--- src/rtl/enc_menu_pkg.sv ---
// Shared definitions for the rotary-encoder menu controller: defaults,
// the menu state encoding and the hold-counter width.
package enc_menu_pkg;

    localparam int NPARAM_DEF   = 4;
    localparam int DW_DEF       = 8;
    localparam int LONG_CYC_DEF = 2000;
    localparam int CNT_W        = 12;

    localparam logic [7:0] DEF_VAL = 8'h80;

    typedef enum logic [1:0] {
        ST_BROWSE = 2'd0,
        ST_EDIT   = 2'd1,
        ST_WRITE  = 2'd2,
        ST_HOLD   = 2'd3
    } menu_state_e;

endpackage

--- src/rtl/enc_menu_ctrl_pb_press_timer.sv ---
// Pushbutton press classifier: edge detection on pb (0 = pressed) and a
// saturating hold counter producing short_press / long_press pulses.
module pb_press_timer #(
    parameter int LONG_CYC = enc_menu_pkg::LONG_CYC_DEF,
    parameter int CW       = enc_menu_pkg::CNT_W
) (
    input  logic clk_i,
    input  logic reset_i,
    input  logic pb_i,
    output logic short_press_o,
    output logic long_press_o
);

    localparam logic [CW-1:0] LIMIT = CW'(LONG_CYC);

    logic          pb_q;
    logic          armed_q;
    logic [CW-1:0] cnt_q;
    logic [CW-1:0] cnt_d;
    logic          press_start_s;
    logic          held_s;
    logic          release_s;

    // armed_q stays low until pb has been seen released, so a press held
    // across reset is ignored until it is released and pressed again
    assign press_start_s = armed_q & pb_q & ~pb_i;
    assign held_s        = armed_q & ~pb_i;
    assign release_s     = armed_q & ~pb_q & pb_i;

    // Hold count: the press-start cycle counts as held cycle 1
    always_comb begin
        cnt_d = cnt_q;
        if (press_start_s) begin
            cnt_d = CW'(1);
        end else if (held_s && (cnt_q != LIMIT)) begin
            cnt_d = cnt_q + 1'b1;
        end else begin
            cnt_d = cnt_q;
        end
    end

    assign long_press_o  = held_s && (cnt_d == LIMIT) && (press_start_s || (cnt_q != LIMIT));
    assign short_press_o = release_s && (cnt_q < LIMIT);

    // Registered pb, arming flag and hold counter
    always_ff @(posedge clk_i or posedge reset_i) begin
        if (reset_i) begin
            pb_q    <= 1'b1;
            armed_q <= 1'b0;
            cnt_q   <= {CW{1'b0}};
        end else begin
            pb_q    <= pb_i;
            armed_q <= armed_q | pb_i;
            cnt_q   <= cnt_d;
        end
    end

endmodule

--- src/rtl/enc_menu_ctrl.sv ---
// Encoder-driven menu: browse registers, edit a value, write it downstream
// through a valid/ready handshake, with long-press abort into HOLD.
module enc_menu_ctrl #(
    parameter int                NPARAM   = enc_menu_pkg::NPARAM_DEF,
    parameter int                DW       = enc_menu_pkg::DW_DEF,
    parameter int                LONG_CYC = enc_menu_pkg::LONG_CYC_DEF,
    parameter logic [DW-1:0]     DEF_VAL  = DW'(enc_menu_pkg::DEF_VAL),
    localparam int               SW       = (NPARAM > 1) ? $clog2(NPARAM) : 1
) (
    input  logic          clk_i,
    input  logic          reset_i,
    input  logic          inc_i,
    input  logic          dec_i,
    input  logic          pb_i,
    input  logic          cfg_ready_i,
    output logic [SW-1:0] sel_o,
    output logic          editing_o,
    output logic [DW-1:0] edit_val_o,
    output logic          cfg_valid_o,
    output logic [SW-1:0] cfg_addr_o,
    output logic [DW-1:0] cfg_data_o,
    output logic          long_press_o
);

    import enc_menu_pkg::*;

    menu_state_e   state_q;
    logic [SW-1:0] sel_q;
    logic [DW-1:0] edit_val_q;
    logic          cfg_valid_q;
    logic [SW-1:0] cfg_addr_q;
    logic [DW-1:0] cfg_data_q;
    logic          long_press_q;
    logic [DW-1:0] shadow_q [NPARAM];

    logic short_s;
    logic long_s;
    logic inc_s;
    logic dec_s;

    pb_press_timer #(
        .LONG_CYC (LONG_CYC),
        .CW       (CNT_W)
    ) u_timer (
        .clk_i         (clk_i),
        .reset_i       (reset_i),
        .pb_i          (pb_i),
        .short_press_o (short_s),
        .long_press_o  (long_s)
    );

    // Simultaneous inc and dec cancel out
    assign inc_s = inc_i & ~dec_i;
    assign dec_s = dec_i & ~inc_i;

    // Menu FSM with all outputs and the shadow copies held in registers
    always_ff @(posedge clk_i or posedge reset_i) begin
        if (reset_i) begin
            state_q      <= ST_BROWSE;
            sel_q        <= {SW{1'b0}};
            edit_val_q   <= {DW{1'b0}};
            cfg_valid_q  <= 1'b0;
            cfg_addr_q   <= {SW{1'b0}};
            cfg_data_q   <= {DW{1'b0}};
            long_press_q <= 1'b0;
            for (int i = 0; i < NPARAM; i++) begin
                shadow_q[i] <= DEF_VAL;
            end
        end else begin
            long_press_q <= long_s;
            case (state_q)
                ST_BROWSE: begin
                    if (long_s) begin
                        state_q <= ST_HOLD;
                    end else if (short_s) begin
                        edit_val_q <= shadow_q[sel_q];
                        state_q    <= ST_EDIT;
                    end else if (inc_s) begin
                        sel_q <= (sel_q == SW'(NPARAM - 1)) ? {SW{1'b0}} : sel_q + 1'b1;
                    end else if (dec_s) begin
                        sel_q <= (sel_q == {SW{1'b0}}) ? SW'(NPARAM - 1) : sel_q - 1'b1;
                    end
                end
                ST_EDIT: begin
                    if (long_s) begin
                        state_q <= ST_HOLD;
                    end else if (short_s) begin
                        cfg_valid_q <= 1'b1;
                        cfg_addr_q  <= sel_q;
                        cfg_data_q  <= edit_val_q;
                        state_q     <= ST_WRITE;
                    end else if (inc_s && (edit_val_q != {DW{1'b1}})) begin
                        edit_val_q <= edit_val_q + 1'b1;
                    end else if (dec_s && (edit_val_q != {DW{1'b0}})) begin
                        edit_val_q <= edit_val_q - 1'b1;
                    end
                end
                ST_WRITE: begin
                    if (cfg_ready_i) begin
                        shadow_q[sel_q] <= cfg_data_q;
                        cfg_valid_q     <= 1'b0;
                        state_q         <= ST_BROWSE;
                    end
                end
                ST_HOLD: begin
                    if (pb_i) begin
                        state_q <= ST_BROWSE;
                    end
                end
                default: begin
                    cfg_valid_q <= 1'b0;
                    state_q     <= ST_BROWSE;
                end
            endcase
        end
    end

    assign sel_o        = sel_q;
    assign editing_o    = (state_q == ST_EDIT);
    assign edit_val_o   = edit_val_q;
    assign cfg_valid_o  = cfg_valid_q;
    assign cfg_addr_o   = cfg_addr_q;
    assign cfg_data_o   = cfg_data_q;
    assign long_press_o = long_press_q;

endmodule

--- config.mk ---
export PLATFORM = sky130hd
export DESIGN_NAME = enc_menu_ctrl
export DESIGN_NICKNAME = d
export VERILOG_FILES = /design/src/rtl/enc_menu_pkg.sv /design/src/rtl/enc_menu_ctrl_pb_press_timer.sv /design/src/rtl/enc_menu_ctrl.sv
export SDC_FILE = /design/constraint.sdc
export NUM_CORES = 1
export LEC_CHECK = 0
export ABC_AREA = 1
export BUFFER_PORTS_ARGS = -buffer_cell sky130_fd_sc_hd__buf_4
export CORE_ASPECT_RATIO = 0.6
export CORE_MARGIN = 2
export CORE_UTILIZATION = 65
export DETAILED_ROUTE_END_ITERATION = 12
export GPL_TIMING_DRIVEN = 0
export PLACE_DENSITY = 0.88
export SYNTH_ARGS = -nofsm -noshare
export SYNTH_HDL_FRONTEND = slang
export SYNTH_HIERARCHICAL = 1
export SYNTH_SLANG_ARGS = --single-unit
--- constraint.sdc ---
create_clock -name clk_i -period 6.7 [get_ports clk_i]
set_clock_uncertainty 0.2 [all_clocks]
set_input_delay 0.67 -clock clk_i [delete_from_list [all_inputs] [get_ports clk_i]]
set_output_delay 0.67 -clock clk_i [all_outputs]
set_load 0.02 [all_outputs]
Yosys cells after proc, flatten, opt, wreduce, memory -nomap -nowiden
Cells that the tools add are included.

Reductions and logical operators: 20. Add/subtract/negate cells: 5. Muxes and demuxes: 30. Magnitude comparators: 3. Equal/unequal tests: 17. Bitwise operators: 15.

Operator list (count): $mux W8 (9); $bwmux W32 (1); $mux W12 (2); $mux W2 (10); $bmux W8 S2 (1); $demux W8 S2 (1); $pmux W8 S2 (1); $add A12 B1 Y12 const B (1); $eq A12 B11 Y1 const B (1); $lt A12 B11 Y1 const B (1); $ne A12 B11 Y1 const B (1); $ne A2 B2 Y1 const B (6); $reduce_and A4 Y1 (3); $add A8 B1 Y8 const B (1); $ne A8 B8 Y1 const B (1); $pmux W2 S4 (1); $reduce_bool A8 Y1 (1); $sub A8 B1 Y8 const B (1); $and A1 B1 Y1 (7); $logic_and A1 B1 Y1 (7); $eq A2 B2 Y1 const B (3); $ne A3 B1 Y1 const B (2); $not A1 Y1 (6); $reduce_and A6 Y1 (1); other kinds (16) (21).

Input bits: 6. Bits in registers: 70.

Logic depth before layout (Yosys ltp)
Depth in word-level cells: 10. Depth in mapped cells: 20. Mapped depth without buffers: 20.

Cells and area by module
Netlist, hierarchy kept.

By module, submodules not included: enc_menu_ctrl (seq. area each 1406.3 sq um, instances 1, cells each 366, area an instance 2971.6 sq um); pb_press_timer (seq. area each 351.6 sq um, instances 1, cells each 128, area an instance 924.6 sq um).

Worst setup path before layout
Ideal clock, no wire load.

Path type: input -> register. Start: input dec_i. End: register edit_val_q[5], in the netlist edit_val_o[5]. Path buffers: 0. Cell stages on the path: 13. Required time: 6374 ps. Arrival time: 2140 ps. Path slack: 4234 ps. Path through: inv_1 > ha_1 > nand2_1 > ha_1 > nand3_1 > nand3_1 > nand2_1 > nand2_1 > nand2_1 > nand3_1 > nand2_1 > nand2_1 > o21ai_0.

Longest elaborated chain between the ends: 7.

Ends and longest elaborated chain: start, declared (line enc_menu_ctrl.sv:13) `input logic dec_i,`; $not A1 Y1 (line enc_menu_ctrl.sv:53) `assign inc_s = inc_i & ~dec_i;`; $and A1 B1 Y1 (line enc_menu_ctrl.sv:53); $logic_and A1 B1 Y1 (line enc_menu_ctrl.sv:92) `end else if (inc_s && (edit_val_q != {DW{1'b1}})) begin`; $mux W8 (line enc_menu_ctrl.sv:92); $mux W8 (line enc_menu_ctrl.sv:87) `end else if (short_s) begin`; $mux W8 (line enc_menu_ctrl.sv:85) `if (long_s) begin`; $pmux W8 S2 (line enc_menu_ctrl.sv:71) `case (state_q)`; end signal, assigned (line enc_menu_ctrl.sv:76) `edit_val_q <= shadow_q[sel_q];`; end signal, assigned (line enc_menu_ctrl.sv:93) `edit_val_q <= edit_val_q + 1'b1;`; end signal, assigned (line enc_menu_ctrl.sv:95) `edit_val_q <= edit_val_q - 1'b1;`; end, declared (line enc_menu_ctrl.sv:29) `logic [DW-1:0] edit_val_q;`.

Parallel ways exist; a longest one is shown, timed or not. The select of a mux whose other input is x is not followed. A chain may end at the register's enable or synchronous reset.

Worst setup path in the final report
Start: register u_timer.cnt_q[0]. End: register cfg_data_q[4], in the netlist cfg_data_o[4].

Longest elaborated chain between the ends: 9.

Ends and longest elaborated chain: start, declared (line enc_menu_ctrl_pb_press_timer.sv:18) `logic [CW-1:0] cnt_q;`; start signal, assigned (line enc_menu_ctrl_pb_press_timer.sv:50) `cnt_q <= {CW{1'b0}};`; start signal, assigned (line enc_menu_ctrl_pb_press_timer.sv:54) `cnt_q <= cnt_d;`; branches (longest 6 deep; another with $add A12 B1 Y12); $logic_and A1 B1 Y1 (*) (line enc_menu_ctrl_pb_press_timer.sv:42) `assign long_press_o = held_s && (cnt_d == LIMIT) && (press_start_s || (cnt_q != LIMIT));`; via long_s (line enc_menu_ctrl.sv:37) `logic long_s;`; $not A1 Y1 (no line) (*); $reduce_and A3 Y1 (no line) (*); end signal, assigned (line enc_menu_ctrl.sv:64) `cfg_data_q <= {DW{1'b0}};`; end signal, assigned (line enc_menu_ctrl.sv:90) `cfg_data_q <= edit_val_q;`; end, declared (line enc_menu_ctrl.sv:32) `logic [DW-1:0] cfg_data_q;`.

Mark *: on every way through the listed nets, which the timed path passes.

==> out/metrics.yaml <==
power_leakage_nw: 2.262
postCtsSetupBuffers: 0
fmax_ghz: 0.3338
start_util_pct: 68.65
drive_gt1_share_pct: 15.77
tightest_slew_ns: 0.7934
rsz0062_at_grt: "no"
setup-tns-final_ns: 0
vias: 3530
dp.cells: 603
grt_max_degree: 43
critPathArrivalTime_ns: 3.00
crit_family: "simple AND/OR/NAND/NOR gates"
hold_violations: 0
cts_tree: "yes"
die_h_microns: 63.97
yosysWarnings: 6
h-tree-depth: 3
grt_overflow: 0
clock-sinks: 70
seq_power_share_pct: 34.4
grt_use_total_pct: 32.09
area_growth_pct: 14.77
dp_hpwl_mm: 7.069
startpoint_type: "flip-flop"
crit_path_max_fanout: 10
vdd_drop_max_uv: 298.6
switching_power_mw: 0.8770
nets: 556
ys_seq_elements: 70
path_class: "reg2reg"
final_cell_area_sq_um: 4472
drv_cap: 0
routedWlPerCell_microns: 15.58
clk_pin_slew_worst_paths_ns: 0.08
drc_errors: 0
setup-violations-final: 0
swShare_pct: 43.04
syn_avg_cell_area_sq_um: 7.887
io_pins: 29
path_buf_inv: 3
wl_mm: 9.643
crit_path_cell_trace: "inv_1, ha_1, nand3_1, nor2_1, nand2_2, nand3_1, nand2_1, nor2_1, nand3_1, nor2_1, nand2_1, nor2_2, inv_1, nand2_1, clkbuf_1, o21ai_0"
cts_buffer_depth: 2
drt_iter0_drc: 373
critPathRequiredTime_ns: 6.71
grt_pass1_wl_mm: 16.62
grt_pass1_vias: 3470
antenna_found_initial: 0
min_period_over_period_pct: 44.71
postCtsResizedCells: 0
pwr_density_cell_nw_per_um2: 455.6
cts_made_buffers: 9
status: "completed"
synth-seq-area-share_pct: 45.12
min_path_type: "in2async"
power_frac_clock_pct: 20.5
die_area_sq_um: 6650
syn_nets: 516
port-buffer-count: 28
gp_congestion: 0.9189
internal_power_mw: 1.161
max_slew_margin_pct: 45.74
vias_per_cell: 5.703
power_mw: 2.038
die_x_microns: 104.0
drv_slew: 0
core_area_sq_um: 5675
synth.cell_area_sq_um: 3896
placed_area_sq_um: 4227
clk_latency_ns: 0.35
diodes: 0
post-route-min-period_ns: 2.996
p_comb_share_pct: 45.1
cp_slowest_cell: "clkbuf_1"
hold_buffers: 0
firstDrtPassIters: 5
crit_path_end_kind: "flip-flop"
ant_nets: 0
fin_cells: 619
synthCells: 494
yosys.cell_types.count: 39
cpPeakStageDelay_ns: 0.44
num_rows: 21
cts-root-buf: "clkbuf_8"
-- per-stage QoR --
step	util (%)	hold slack [ns]	setup WS [ns]
2_1_floorplan	-	0.2479	4.234
3_3_place_gp	74.12	0.2622	3.686
3_5_place_dp	74.47	0.2704	3.643
4_1_cts	78.79	0.08376	3.765
5_1_grt	78.79	0.1038	3.461
6_report	78.79	0.08580	3.704
-- synthesized netlist by cell type --
library cell | count | area share, %
a2111oi_0 | 1 | 0.22
a21oi_1 | 14 | 1.8
a21oi_2 | 1 | 0.22
buf_2 | 5 | 0.64
buf_6 | 5 | 1.4
clkbuf_1 | 2 | 0.19
clkbuf_8 | 1 | 0.35
clkinv_1 | 1 | 0.096
clkinv_8 | 1 | 0.42
dfrtp_1 | 65 | 42
dfstp_2 | 5 | 3.4
fa_1 | 1 | 0.51
ha_1 | 15 | 4.8
inv_1 | 58 | 5.6
inv_2 | 3 | 0.29
inv_6 | 1 | 0.22
mux2i_1 | 1 | 0.26
nand2_1 | 144 | 14
nand2_2 | 2 | 0.32
nand2_4 | 2 | 0.58
nand3_1 | 33 | 4.2
nand3_2 | 3 | 0.77
nand3_4 | 1 | 0.45
nand3b_1 | 2 | 0.39
nand4_1 | 4 | 0.64
nor2_1 | 36 | 3.5
nor2_2 | 5 | 0.80
nor2_4 | 1 | 0.29
nor2_8 | 1 | 0.51
nor3_1 | 2 | 0.26
nor3_4 | 1 | 0.42
nor3b_2 | 1 | 0.32
o2111ai_1 | 1 | 0.22
o211ai_1 | 1 | 0.19
o21ai_0 | 63 | 8.1
o21ai_1 | 2 | 0.26
o22ai_1 | 5 | 0.80
xnor2_1 | 2 | 0.45
xor2_1 | 2 | 0.45
-- layout make-up --
class,count,area (sq um)
plain buffers,13,102.6
clock buffers,9,123.9
multi-input cells,347,1778
repair buffers,29,230.2
clock inverters,7,121.4
flip-flops and latches,70,1758
inverters,64,257.7
well taps,80,100.1
fillers,410,1204
-- layout by cell type, fill, tap and decap left out, types with 2 or more instances in the layout --
cell type / Yosys / final
nand2_1: 144 / 144
dfrtp_1: 65 / 65
o21ai_0: 63 / 63
inv_1: 58 / 57
nor2_1: 36 / 36
nand3_1: 33 / 33
buf_4: 0 / 28
ha_1: 15 / 15
a21oi_1: 14 / 14
clkbuf_8: 1 / 10
buf_6: 5 / 5
buf_2: 5 / 5
nor2_2: 5 / 5
o22ai_1: 5 / 5
dfstp_2: 5 / 5
inv_2: 3 / 4
nand4_1: 4 / 4
bufinv_16: 0 / 3
nand3_2: 3 / 3
clkbuf_1: 2 / 2
nor3_1: 2 / 2
nand2_4: 2 / 2
inv_6: 1 / 2
xnor2_1: 2 / 2
nand3b_1: 2 / 2
xor2_1: 2 / 2
clkinv_4: 0 / 2
nand2_2: 2 / 2
o21ai_1: 2 / 2
-- power groups by stage --
stage / Combinational, mW / Sequential (mW) / Clock [mW]
6_report: 0.919 / 0.702 / 0.417
5_1_grt: 1.02 / 0.722 / 0.440
4_1_cts: 0.907 / 0.697 / 0.422
3_5_place_dp: 0.893 / 0.703 / 0
3_3_place_gp: 0.857 / 0.697 / 0
2_1_floorplan: 0.558 / 0.747 / 0
-- layer usage --
metal / GRT usage (%) / routed length, microns / vias to the layer above
met3: 10.31 / 1138 / 17
met5: 0 / 0 / -
met2: 46.38 / 4067 / 177
met1: 47.05 / 4353 / 1670
met4: 7.939 / 85 / 0
li1: - / - / 1666
-- worst register-to-register path: cells and delay by family (launching register included) --
kind	cells	cell delay (ns)
buf+inv	3	0.65
fa+ha+maj	1	0.16
simple gates	11	1.27
flops	1	0.41
compound gates	1	0.17
-- state kept, by name (all words and copies together), names as in the netlist --
name / count
state_q: 2
edit_val_o: 8
long_press_o: 1
cfg_valid_o: 1
cfg_addr_o: 2
shadow_q: 32
u_timer/pb_q: 1
u_timer/armed_q: 1
u_timer/cnt_q: 12
cfg_data_o: 8
sel_o: 2
-- cells by family after synthesis --
group                      after synthesis  synth area share (%)
and+or+nand+nor                        238                 27.33
AOI/OAI and AO/OA                       88                 11.82
buffers and inverters                   77                 9.248
DFF                                     70                 45.12
adders and majority gates               16                 5.331
xor gates and xnor gates                 4                0.8993
muxes                                    1                0.2569
-- worst paths after layout --
kind,startpoint,endpoint,slack (ns),cells after the start
worst min-delay path,reset_i,shadow_q[18],0.09,2
worst max-delay path,u_timer/cnt_q[0],cfg_data_o[4],3.70,16
min in group clk_i,pb_i,u_timer/pb_q,0.26,1
max in group asynchronous,reset_i,shadow_q[23],5.63,3
worst min register to register,shadow_q[13],shadow_q[13],0.29,2
worst max register to register,u_timer/cnt_q[0],cfg_data_o[4],3.70,16
Note: power is estimated with default switching activity, not from simulation.
